[src/rtl/ray_dir_gen.sv]
// ray_dir_gen: sweeps NUM_RAYS angles around a heading and emits one Q8.8 (cos, sin) vector per ray.
// Optional feature macro RAY_DIR_SCALE_EN adds a `scale` input that multiplies both components with saturation.

module ray_dir_sine_lut #(
    parameter int ROM_DEPTH = 64,
    parameter int ROM_WIDTH = 8,
    parameter int ADDRW     = $clog2(4*ROM_DEPTH)
) (
    input  logic [ADDRW-1:0]   addr,
    output logic signed [15:0] value
);
    localparam int OFFW = ADDRW - 2;
    localparam logic [15:0] UNITY = 16'd1 << ROM_WIDTH;

    // First-quadrant image round(256*sin(k*90/64 deg)), clamped to 255; identical to sine_table_64x8.mem.
    localparam logic [ROM_WIDTH-1:0] SINE_TABLE [ROM_DEPTH] = '{
        8'd0,   8'd6,   8'd13,  8'd19,  8'd25,  8'd31,  8'd38,  8'd44,
        8'd50,  8'd56,  8'd62,  8'd68,  8'd74,  8'd80,  8'd86,  8'd92,
        8'd98,  8'd104, 8'd109, 8'd115, 8'd121, 8'd126, 8'd132, 8'd137,
        8'd142, 8'd147, 8'd152, 8'd157, 8'd162, 8'd167, 8'd172, 8'd177,
        8'd181, 8'd185, 8'd190, 8'd194, 8'd198, 8'd202, 8'd206, 8'd209,
        8'd213, 8'd216, 8'd220, 8'd223, 8'd226, 8'd229, 8'd231, 8'd234,
        8'd237, 8'd239, 8'd241, 8'd243, 8'd245, 8'd247, 8'd248, 8'd250,
        8'd251, 8'd252, 8'd253, 8'd254, 8'd255, 8'd255, 8'd255, 8'd255
    };

    logic [1:0]      quad_s;
    logic [OFFW-1:0] off_s;
    logic [OFFW-1:0] mirror_s;
    logic [15:0]     mag_s;

    // Quadrant fold: II/IV read the table mirrored (offset 0 there is exactly 1.0), III/IV negate.
    always_comb begin
        quad_s   = addr[ADDRW-1:ADDRW-2];
        off_s    = addr[OFFW-1:0];
        mirror_s = {OFFW{1'b0}} - off_s;
        mag_s    = 16'd0;
        if (quad_s[0]) begin
            if (off_s == {OFFW{1'b0}}) begin
                mag_s = UNITY;
            end else begin
                mag_s = {{(16-ROM_WIDTH){1'b0}}, SINE_TABLE[mirror_s]};
            end
        end else begin
            mag_s = {{(16-ROM_WIDTH){1'b0}}, SINE_TABLE[off_s]};
        end
        if (quad_s[1]) begin
            value = $signed(16'd0 - mag_s);
        end else begin
            value = $signed(mag_s);
        end
    end
endmodule

module ray_dir_gen #(
    parameter int ROM_DEPTH  = 64,
    parameter int ROM_WIDTH  = 8,
    parameter     ROM_FILE   = "sine_table_64x8.mem",
    parameter int ADDRW      = $clog2(4*ROM_DEPTH),
    parameter int NUM_RAYS   = 160,
    parameter int ANGLE_STEP = 1,
    parameter int RAYW       = $clog2(NUM_RAYS)
) (
    input  logic                clk,
    input  logic                rst_n,
    input  logic                start,
    input  logic [ADDRW-1:0]    base_angle,
`ifdef RAY_DIR_SCALE_EN
    input  logic [15:0]         scale,
`endif
    input  logic                out_ready,
    output logic                busy,
    output logic                out_valid,
    output logic [RAYW-1:0]     ray_idx,
    output logic [ADDRW-1:0]    ray_angle,
    output logic signed [15:0]  dir_x,
    output logic signed [15:0]  dir_y,
    output logic                done
);
    typedef enum logic [1:0] {
        ST_IDLE = 2'd0,
        ST_SIN  = 2'd1,
        ST_COS  = 2'd2,
        ST_OUT  = 2'd3
    } state_t;

    localparam logic [ADDRW-1:0] HALF_SPAN = ADDRW'((NUM_RAYS/2) * ANGLE_STEP);
    localparam logic [ADDRW-1:0] STEP_A    = ADDRW'(ANGLE_STEP);
    localparam logic [ADDRW-1:0] COS_OFF   = ADDRW'(ROM_DEPTH);
    localparam logic [RAYW-1:0]  LAST_IDX  = RAYW'(NUM_RAYS - 1);
    localparam logic [RAYW-1:0]  IDX_ONE   = RAYW'(1);

    state_t                 state_r;
    logic                   busy_r;
    logic                   out_valid_r;
    logic                   done_r;
    logic [RAYW-1:0]        ray_idx_r;
    logic [ADDRW-1:0]       ray_angle_r;
    logic signed [15:0]     sin_r;
    logic signed [15:0]     dir_x_r;
    logic signed [15:0]     dir_y_r;
    logic [ADDRW-1:0]       lut_addr_s;
    logic signed [15:0]     lut_s;

`ifdef RAY_DIR_SCALE_EN
    // Q8.8 product with a zero-extended multiplier, floored by the arithmetic shift, then clamped to int16.
    function automatic logic signed [15:0] scale_sat(input logic signed [15:0] v, input logic [15:0] s);
        logic signed [32:0] prod;
        logic signed [32:0] shr;
        prod = $signed({{17{v[15]}}, v}) * $signed({17'd0, s});
        shr  = prod >>> 8;
        if (shr > 33'sd32767) begin
            return 16'sh7FFF;
        end else if (shr < -33'sd32768) begin
            return 16'sh8000;
        end else begin
            return shr[15:0];
        end
    endfunction
`endif

    // One shared table: the COS state reads a quarter turn ahead of the ray angle.
    always_comb begin
        lut_addr_s = ray_angle_r;
        if (state_r == ST_COS) begin
            lut_addr_s = ray_angle_r + COS_OFF;
        end else begin
            lut_addr_s = ray_angle_r;
        end
    end

    ray_dir_sine_lut #(
        .ROM_DEPTH (ROM_DEPTH),
        .ROM_WIDTH (ROM_WIDTH),
        .ADDRW     (ADDRW)
    ) u_sine_lut (
        .addr  (lut_addr_s),
        .value (lut_s)
    );

    // Sweep sequencer with all outputs registered.
    always_ff @(posedge clk or negedge rst_n) begin
        if (!rst_n) begin
            state_r     <= ST_IDLE;
            busy_r      <= 1'b0;
            out_valid_r <= 1'b0;
            done_r      <= 1'b0;
            ray_idx_r   <= {RAYW{1'b0}};
            ray_angle_r <= {ADDRW{1'b0}};
            sin_r       <= 16'sd0;
            dir_x_r     <= 16'sd0;
            dir_y_r     <= 16'sd0;
        end else begin
            done_r <= 1'b0;
            case (state_r)
                ST_IDLE: begin
                    if (start) begin
                        ray_idx_r   <= {RAYW{1'b0}};
                        ray_angle_r <= base_angle - HALF_SPAN;
                        busy_r      <= 1'b1;
                        state_r     <= ST_SIN;
                    end else begin
                        state_r     <= ST_IDLE;
                    end
                end
                ST_SIN: begin
                    sin_r   <= lut_s;
                    state_r <= ST_COS;
                end
                ST_COS: begin
`ifdef RAY_DIR_SCALE_EN
                    dir_x_r <= scale_sat(lut_s, scale);
                    dir_y_r <= scale_sat(sin_r, scale);
`else
                    dir_x_r <= lut_s;
                    dir_y_r <= sin_r;
`endif
                    out_valid_r <= 1'b1;
                    state_r     <= ST_OUT;
                end
                ST_OUT: begin
                    if (out_ready) begin
                        out_valid_r <= 1'b0;
                        if (ray_idx_r == LAST_IDX) begin
                            busy_r  <= 1'b0;
                            done_r  <= 1'b1;
                            state_r <= ST_IDLE;
                        end else begin
                            ray_idx_r   <= ray_idx_r + IDX_ONE;
                            ray_angle_r <= ray_angle_r + STEP_A;
                            state_r     <= ST_SIN;
                        end
                    end else begin
                        state_r <= ST_OUT;
                    end
                end
                default: begin
                    busy_r      <= 1'b0;
                    out_valid_r <= 1'b0;
                    state_r     <= ST_IDLE;
                end
            endcase
        end
    end

    assign busy      = busy_r;
    assign out_valid = out_valid_r;
    assign done      = done_r;
    assign ray_idx   = ray_idx_r;
    assign ray_angle = ray_angle_r;
    assign dir_x     = dir_x_r;
    assign dir_y     = dir_y_r;
endmodule
[config.mk]
export PLATFORM = sky130hd
export DESIGN_NAME = ray_dir_gen
export DESIGN_NICKNAME = d
export VERILOG_FILES = /design/src/rtl/ray_dir_gen.sv
export SDC_FILE = /design/constraint.sdc
export NUM_CORES = 1
export LEC_CHECK = 0
export BUFFER_PORTS_ARGS = -buffer_cell sky130_fd_sc_hd__buf_4
export CAP_MARGIN = 10
export CORE_ASPECT_RATIO = 0.5
export CORE_UTILIZATION = 55
export DETAILED_ROUTE_END_ITERATION = 16
export PLACE_DENSITY = 0.77
export SLEW_MARGIN = 20
export SYNTH_ARGS = -nofsm -noshare
export SYNTH_HDL_FRONTEND = slang
export SYNTH_SLANG_ARGS = --single-unit
[constraint.sdc]
create_clock -name clk -period 12 [get_ports clk]
set_clock_uncertainty 0.05 [all_clocks]
set_input_delay 2.4 -clock clk [delete_from_list [all_inputs] [get_ports clk]]
set_output_delay 2.4 -clock clk [all_outputs]
set_load 0.005 [all_outputs]
==> results.cfg, run 1 <==
[grt]
grt_pass1_vias = 3649
antenna_found_initial = 0
grt_use_total_pct = 28.7
grt_pass1_wl_mm = 18.6
overflow = 0
grt_max_degree = 52

[synthesis]
ys_async_sr_fraction_pct = 100
muxShareOfSynthArea_pct = 3.23
synth_adder_area_share_pct = 5.13
yosys.area_share.simple_pct = 25.6
synth-edff-count = 0
syn_nets = 572
ys.flop_type = dfrtp_1
synth_xor_area_share_pct = 4.78
synth_top_family_by_area = simple AND/OR/NAND/NOR gates
synth.yosys.seq_area_share_pct = 29.4
synth_seq_cells = 51
ys_types = 77
synth_cells = 543
synth_compound_area_share_pct = 24.1
syn_avg_cell_area_sq_um = 8.00
yosys_warnings = 0
netlist_area_sq_mm = 0.00434

[clock_network]
numClockSinks = 51
htreeDepth = 2
clockBufferDepth = 2
postCtsSetupBuffers = 0
clk_latency_ns = 0.30
cts-resized-gates = 0
tritoncts = yes
cts_buffers = 5
root_buffer = clkbuf_16
hold_buffers = 0
cts.reportedPaths.clkPinSlew_ns = 0.07

[sta]
min_period_ns = 4.69
worst_pin_slew_ns = 1.11
hold_violations = 0
tns_ns = 0
worst_slack_ns = 7.31
grt_setup_unrepaired = no
final-setup-viol-count = 0
max_freq_mhz = 213
drv_slew = 0
period_share_pct = 39.1
slew_headroom_pct = 25.7
whs_ns = 0.421

[run_status]
status = finished, final reports clean

[detailed_routing]
vias = 4217
viasPerCell = 6.27
drt_wl_total_mm = 11.5
wl_per_cell_microns = 17.1
drt_iter0_markers = 449
dr.pass1.iters = 5
ant_nets = 0
drc_errors = 0

[place]
dp_slack_ns = 7.41
gp_congestion = 0.954
port_buffers = 62
place_hpwl_mm = 8.09

[finish]
layout-drive-gt1-share_pct = 17.2
layout-area-overhead-vs-synth_pct = 11.7
nNetsFinal = 594
mostFrequentLayoutCells = 86 x nand2_1, 67 x buf_4, 51 x dfrtp_1
multi_input_area_sq_mm = 0.00273
antenna_cells = 0
mostFrequentLayoutCell = nand2_1
seqCellArea_sq_mm = 0.00128
fillers = 695

[critical_path]
rrSetupSlack_ns = 7.31
cp.buffers_inverters = 2
cp_max_fo = 25
crit_path_end_kind = flip-flop
worstPathArrival_ns = 4.82
critPathMaxStageDelay_ns = 0.80
critPathSlowestCell = ha_1
start_kind = flip-flop
path_cells = inv_1 -> ha_1 -> ha_1 -> clkinv_1 -> nor3_1 -> a211oi_1 -> a2111oi_0 -> o41a_1 -> and4_1 -> nor3_1 -> or3_1
path_delay_family = adder cells
worstPathRequired_ns = 12.13
critical_path_class = reg2reg

[floorplan]
die_w_microns = 128
dieArea_sq_mm = 0.00828
rows = 22
io_pins = 63
fp.dieH_microns = 64.8
fp.coreArea_sq_mm = 0.00749
initial_core_util_pct = 58.0

[job]
drv_cap = 0

[hold_path]
hold_path_class = reg2reg
-- Yosys cell counts (5+ instances only) --
cell	instances	area [sq um]
nor3_1	11	55.1
nand2_1	86	323
or3_1	5	31.3
xnor2_1	7	61.3
ha_1	17	213
mux2i_1	5	50.1
o21ai_0	39	195
buf_2	13	65.1
nand2b_1	11	68.8
inv_1	16	60.1
nand4_1	9	56.3
o221ai_1	6	52.6
buf_4	16	120
nor2b_1	7	43.8
nand3_1	15	75.1
a21oi_1	30	150
nor2_1	40	150
dfrtp_1	51	1280
o211ai_1	8	60.1
and3_1	7	43.8
a31oi_1	10	62.6
xor2_1	8	70.1
clkbuf_1	22	82.6
-- per-layer routing --
metal | GRT usage (%) | share of wire [%]
met1 | 42.0 | 47
met2 | 43.6 | 41
met3 | 6.19 | 10
met4 | 5.59 | 0.99
met5 | 0 | 0
-- per-stage QoR --
step	util, %	instances	area (sq um)
after detailed placement	62.9	666	4710
after floorplan	-	543	4340
after global placement	62.9	666	4710
after global routing	64.8	673	4850
after CTS	64.8	673	4850
final	64.8	673	4850
-- path summary, 6_finish.rpt --
path                                          start                        to  depth (start not counted)
max                        ray_angle[1]$_DFFE_PN0P_      dir_x[6]$_DFFE_PN0P_                         11
min                            sin_r[8]$_DFFE_PN0N_      dir_y[8]$_DFFE_PN0P_                          2
max reg2reg                ray_angle[1]$_DFFE_PN0P_      dir_x[6]$_DFFE_PN0P_                         11
min reg2reg                    sin_r[8]$_DFFE_PN0N_      dir_y[8]$_DFFE_PN0P_                          2
max in group asynchronous                     rst_n  ray_angle[0]$_DFFE_PN0P_                          1
min in group asynchronous                     rst_n      dir_y[5]$_DFFE_PN0P_                          1
-- registers in the layout, indices dropped and copies added (netlist names) --
| signal | cells |
|---|---|
| busy | 1 |
| dir_x | 10 |
| dir_y | 10 |
| done | 1 |
| out_valid | 1 |
| ray_angle | 8 |
| ray_idx | 8 |
| sin_r | 10 |
| state_r | 2 |
-- tightest hold or removal path, cell delays in order (launching register included) --
cell,delay [ns]
dfrtp_1,0.34
nand2_1,0.05
nand2_1,0.05
-- cell type report --
type	instances	share of cell area, %
Multi-Input combinational cell	422	56.3
Sequential cell	51	26.3
Timing Repair Buffer	67	10.4
Tap cell	108	2.79
Clock buffer	5	2.58
Inverter	18	1.39
Clock inverter	2	0.284
-- kinds of logic (layout without fill, tap and decap cells) --
logic type | Yosys count | in the layout
compound gates | 152 | 152
xor+xnor | 19 | 19
fa+ha+maj | 18 | 18
buf+inv | 70 | 92
flops | 51 | 51
mux | 11 | 11
simple gates | 222 | 222
Power of run 1 is left out: the tool's default activity adds up to more than one toggle a clock period on the data nets, which glitch-free logic cannot reach.
==> run 2: changes to the inputs <==
Clock period 12 ns to 4.7 ns, I/O delays scaled along.
==> run 2 against run 1 <==
Worst hold slack worse by 0.0023 ns. Register-to-register slack lost 6.6 ns. Critical path type unchanged. First-iteration DRC count up 21%. Utilization up 0.77 points. Design area increased by 1.2%. Die area is the same. Flip-flop and latch count unchanged. Fmax up 19%. Critical path depth did not move. Critical endpoint is now dir_x[7]$_DFFE_PN0P_.
==> results.cfg, run 2 (same netlist as run 1, synthesis figures left out) <==
[run_status]
status = finished, final reports clean

[critical_path]
critPathSlowestCell = or4_1
worstPathRequired_ns = 4.88
critical_path_class = reg2reg
worstPathArrival_ns = 4.14
worst_path_most_repeated_cell = ha_1
cp_max_fo = 15
critPathMaxStageDelay_ns = 0.60
start_kind = flip-flop
crit_path_end_kind = flip-flop
path_cells = inv_1 -> ha_1 -> ha_1 -> buf_4 -> or3_1 -> o21ai_0 -> o221ai_1 -> a41oi_2 -> nand4_1 -> or4_1 -> nand3_1

[clock_network]
numClockSinks = 51
clockBufferDepth = 2
htreeDepth = 2
tritoncts = yes
postCtsSetupBuffers = 0
cts.reportedPaths.clkPinSlew_ns = 0.06
hold_buffers = 0
cts-resized-gates = 0
root_buffer = clkbuf_16
cts_buffers = 5
clk_latency_ns = 0.30

[finish]
antenna_cells = 0
layout-area-overhead-vs-synth_pct = 13.0
mostFrequentLayoutCells = 86 x nand2_1, 75 x buf_4, 51 x dfrtp_1
multi_input_area_sq_mm = 0.00273
fillers = 671
mostFrequentLayoutCell = nand2_1
nNetsFinal = 602
layout-drive-gt1-share_pct = 18.2
seqCellArea_sq_mm = 0.00128

[sta]
final-setup-viol-count = 0
tns_ns = 0
grt_setup_unrepaired = no
period_share_pct = 84.3
drv_slew = 0
max_freq_mhz = 253
hold_violations = 0
worst_pin_slew_ns = 1.07
slew_headroom_pct = 28.5
min_period_ns = 3.96
whs_ns = 0.418

[detailed_routing]
wl_per_cell_microns = 17.9
vias = 4298
dr.pass1.iters = 5
ant_nets = 0
drc_errors = 0
drt_iter0_markers = 545
drt_wl_total_mm = 12.2
viasPerCell = 6.31

[grt]
grt_max_degree = 52
grt_pass1_vias = 3742
antenna_found_initial = 0
grt_use_total_pct = 30.6
overflow = 0
grt_pass1_wl_mm = 19.6

[floorplan]
fp.dieH_microns = 64.8
io_pins = 63
rows = 22
dieArea_sq_mm = 0.00828
fp.coreArea_sq_mm = 0.00749
initial_core_util_pct = 58.0
die_w_microns = 128

[job]
drv_cap = 0

[place]
gp_congestion = 1.05
port_buffers = 62
place_hpwl_mm = 8.63

[hold_path]
hold_path_class = reg2reg
-- run 2: cell types whose count changed in the layout (fill, tap and decap cells not counted), sizes merged --
cell | previous run | this run
buf | 67 | 75
-- run 2: area by class of cell --
| cell class | count | share of cell area [%] |
|---|---|---|
| multi-input cells | 422 | 55.6 |
| clock inverters | 2 | 0.280 |
| repair buffers | 75 | 11.5 |
| flip-flops and latches | 51 | 26.0 |
| inverters | 18 | 1.38 |
| well taps | 108 | 2.75 |
| clock buffers | 5 | 2.55 |
-- run 2: worst paths after layout --
path                                          start                  endpoint  slack, ns  depth (start not counted)
hold reg to reg                sin_r[4]$_DFFE_PN0N_      dir_y[4]$_DFFE_PN0P_       0.42                          2
max in group asynchronous                     rst_n  ray_angle[0]$_DFFE_PN0P_       3.55                          1
min in group asynchronous                     rst_n      dir_y[6]$_DFFE_PN0P_       0.63                          1
hold / removal                 sin_r[4]$_DFFE_PN0N_      dir_y[4]$_DFFE_PN0P_       0.42                          2
setup / recovery           ray_angle[0]$_DFFE_PN0P_      dir_x[7]$_DFFE_PN0P_       0.74                         11
setup reg to reg           ray_angle[0]$_DFFE_PN0P_      dir_x[7]$_DFFE_PN0P_       0.74                         11
-- run 2: metal layers --
metal  track usage, %  share of wire, %  vias up
met3             7.84               9.6       14
met4             7.50              0.96        0
li1                 -                 -     2017
met1             44.3                46     2038
met2             45.4                43      229
met5                0                 0        -
-- run 2: metrics by stage --
step | area, sq um | util (%) | worst slack, ns | cells
after floorplan | 4340 | - | 0.850 | 543
after global placement | 4770 | 63.7 | 0.913 | 674
after detailed placement | 4770 | 63.7 | 0.813 | 674
after CTS | 4910 | 65.6 | 0.802 | 681
after global routing | 4910 | 65.6 | 0.511 | 681
final | 4910 | 65.6 | 0.740 | 681
-- run 2: critical path, delay by kind of cell (launching register included) --
kind	cells	cell delay [ns]
AND/OR/NAND/NOR	4	1.47
adder cells (fa/ha/maj)	2	0.85
AO/OA/AOI/OAI	3	0.69
buffers and inverters	2	0.46
flip-flops	1	0.37
Power of run 2 is left out for the same reason.
==> run 3: changes to the inputs <==
Settings changed: ABC_AREA set to 1, CORE_UTILIZATION 55 to 52.
Clock period 4.7 ns to 3.5 ns, I/O delays scaled along.
==> run 3 against run 2 <==
Design area shrank 3.9%. Worst hold slack got worse by 0.039 ns. Count of clock-buffer cells in the layout is 1 higher. Synthesized cell count increased by 16%. Via count shrank 1.1%. Non-clock buffer count shrank 1. Critical path depth increased by 6. Cell count up 15%. Critical path type unchanged. Utilization decreased by 2.3 points. Synthesized area fell by 5.8%. Wire length down 7.6%.
==> results.cfg, run 3 <==
[run_status]
status = finished, final reports clean

[critical_path]
crit_start = ray_angle[1]$_DFFE_PN0P_
worstPathArrival_ns = 3.33
crit_path_end_kind = flip-flop
r2r_start = ray_angle[1]$_DFFE_PN0P_
start_kind = flip-flop
worstPathRequired_ns = 3.62
cp_max_fo = 11
critical_path_class = reg2reg

[detailed_routing]
dr.pass1.iters = 5
vias = 4251
viasPerCell = 5.43
ant_nets = 0
drc_errors = 0
drt_iter0_markers = 431
wl_per_cell_microns = 14.4
drt_wl_total_mm = 11.3

[clock_network]
tritoncts = yes
clk_latency_ns = 0.30
cts.reportedPaths.clkPinSlew_ns = 0.08
htreeDepth = 2
numClockSinks = 51
root_buffer = clkbuf_16
hold_buffers = 0
cts_buffers = 5
postCtsSetupBuffers = 0
clockBufferDepth = 2
cts-resized-gates = 0

[place]
gp_congestion = 0.952
place_area_sq_mm = 0.00454
port_buffers = 62
place_hpwl_mm = 8.21

[sta]
period_share_pct = 91.7
tns_ns = 0
final-setup-viol-count = 0
grt_setup_unrepaired = no
min_period_ns = 3.21
drv_slew = 0
max_freq_mhz = 312
slew_headroom_pct = 56.6
worst_pin_slew_ns = 0.650
hold_violations = 0

[synthesis]
netlist.area_leader.share_pct = 31.2
syn_nets = 661
ys_types = 38
synth.yosys.seq_area_share_pct = 31.2
netlist_area_sq_mm = 0.00409
netlist_top_cells_area = dfrtp_1 31%, nand2_1 21%, nand3_1 7.6%
synth_cells = 632
synth_seq_cells = 51
post-synth-top-count-cell = nand2_1
syn_avg_cell_area_sq_um = 6.47
yosysTopAreaCell = dfrtp_1
ys_async_sr_fraction_pct = 100
yosys_warnings = 0
synth-edff-count = 0
ys.flop_type = dfrtp_1
synthTopCellsByCount = 232 x nand2_1, 62 x nand3_1, 51 x dfrtp_1, 45 x o21ai_0

[finish]
layout-area-overhead-vs-synth_pct = 15.3
final_core_util_pct = 63.2
antenna_cells = 0
mostFrequentLayoutCell = nand2_1
fillers = 716
mostFrequentLayoutCells = 232 x nand2_1, 74 x buf_4, 62 x nand3_1
nNetsFinal = 703
layout-drive-gt1-share_pct = 16.4
final_cell_area_sq_mm = 0.00472

[floorplan]
fp.coreArea_sq_mm = 0.00746
die_w_microns = 127
rows = 22
dieArea_sq_mm = 0.00825
fp.dieH_microns = 64.7
io_pins = 63
initial_core_util_pct = 54.8

[job]
drv_cap = 0

[grt]
grt_max_degree = 52
antenna_found_initial = 0
grt_use_total_pct = 28.6
grt_pass1_vias = 3772
overflow = 0
grt_pass1_wl_mm = 18.7

[hold_path]
hold_path_class = in2async
run 3: final timing paths:
kind / endpoint / slack [ns] / cells after the start
max reg2reg: sin_r[6]$_DFFE_PN0N_ / 0.29 / 17
max: sin_r[6]$_DFFE_PN0N_ / 0.29 / 17
max in group asynchronous: ray_angle[1]$_DFFE_PN0P_ / 2.55 / 1
min in group clk: dir_y[14]$_DFFE_PN0P_ / 0.43 / 2
min reg2reg: dir_y[14]$_DFFE_PN0P_ / 0.43 / 2
min: ray_idx[2]$_DFFE_PN0P_ / 0.38 / 1
run 3: per-layer routing:
layer / vias to the layer above / global-route usage [%] / routed length [microns]
met2: 179 / 42.6 / 4830
met4: 0 / 4.61 / 59
met1: 1940 / 43.9 / 5520
met5: - / 0 / 0
li1: 2123 / - / -
met3: 9 / 4.21 / 841
run 3: cells by family (layout without fill, tap and decap cells):
logic type,after synthesis,in the layout,synth area share (%)
AOI/OAI and AO/OA,96,96,13.2
xor gates and xnor gates,7,7,1.50
adders and majority gates,17,17,5.20
buffers and inverters,92,135,10.8
DFF,51,51,31.2
and+or+nand+nor,369,369,38.0
run 3: critical path: stages, from the launching register on:
cell and delay (ns):
dfrtp_2 0.48, inv_1 0.08, buf_4 0.18, ha_2 0.45, inv_1 0.16, nand2_1 0.12
nand3_1 0.13, a21oi_1 0.21, o21ai_0 0.13, nand2_1 0.10, nand2_1 0.07, nand2_2 0.08
ha_1 0.17, nand3_1 0.10, o21ai_2 0.24, nand3_1 0.15, nand3_1 0.12, o21ai_1 0.07
run 3: area by class of cell:
class                   count  area, sq um  share of cell area (%)
clock buffers               6          139                    2.95
well taps                 108          135                    2.87
clock inverters             2         35.0                   0.743
inverters                  53          199                    4.22
flip-flops and latches     51         1280                    27.1
repair buffers             74          556                    11.8
multi-input cells         489         2370                    50.4
run 3: per-stage QoR:
stage | setup WS, ns | cells | hold slack, ns
after floorplan | 0.418 | 632 | 0.354
after global placement | 0.310 | 775 | 0.408
after detailed placement | 0.232 | 775 | 0.413
after CTS | 0.184 | 783 | 0.406
after global routing | 0.0642 | 783 | 0.447
final | 0.292 | 783 | 0.380
Power of run 3 is left out for the same reason.
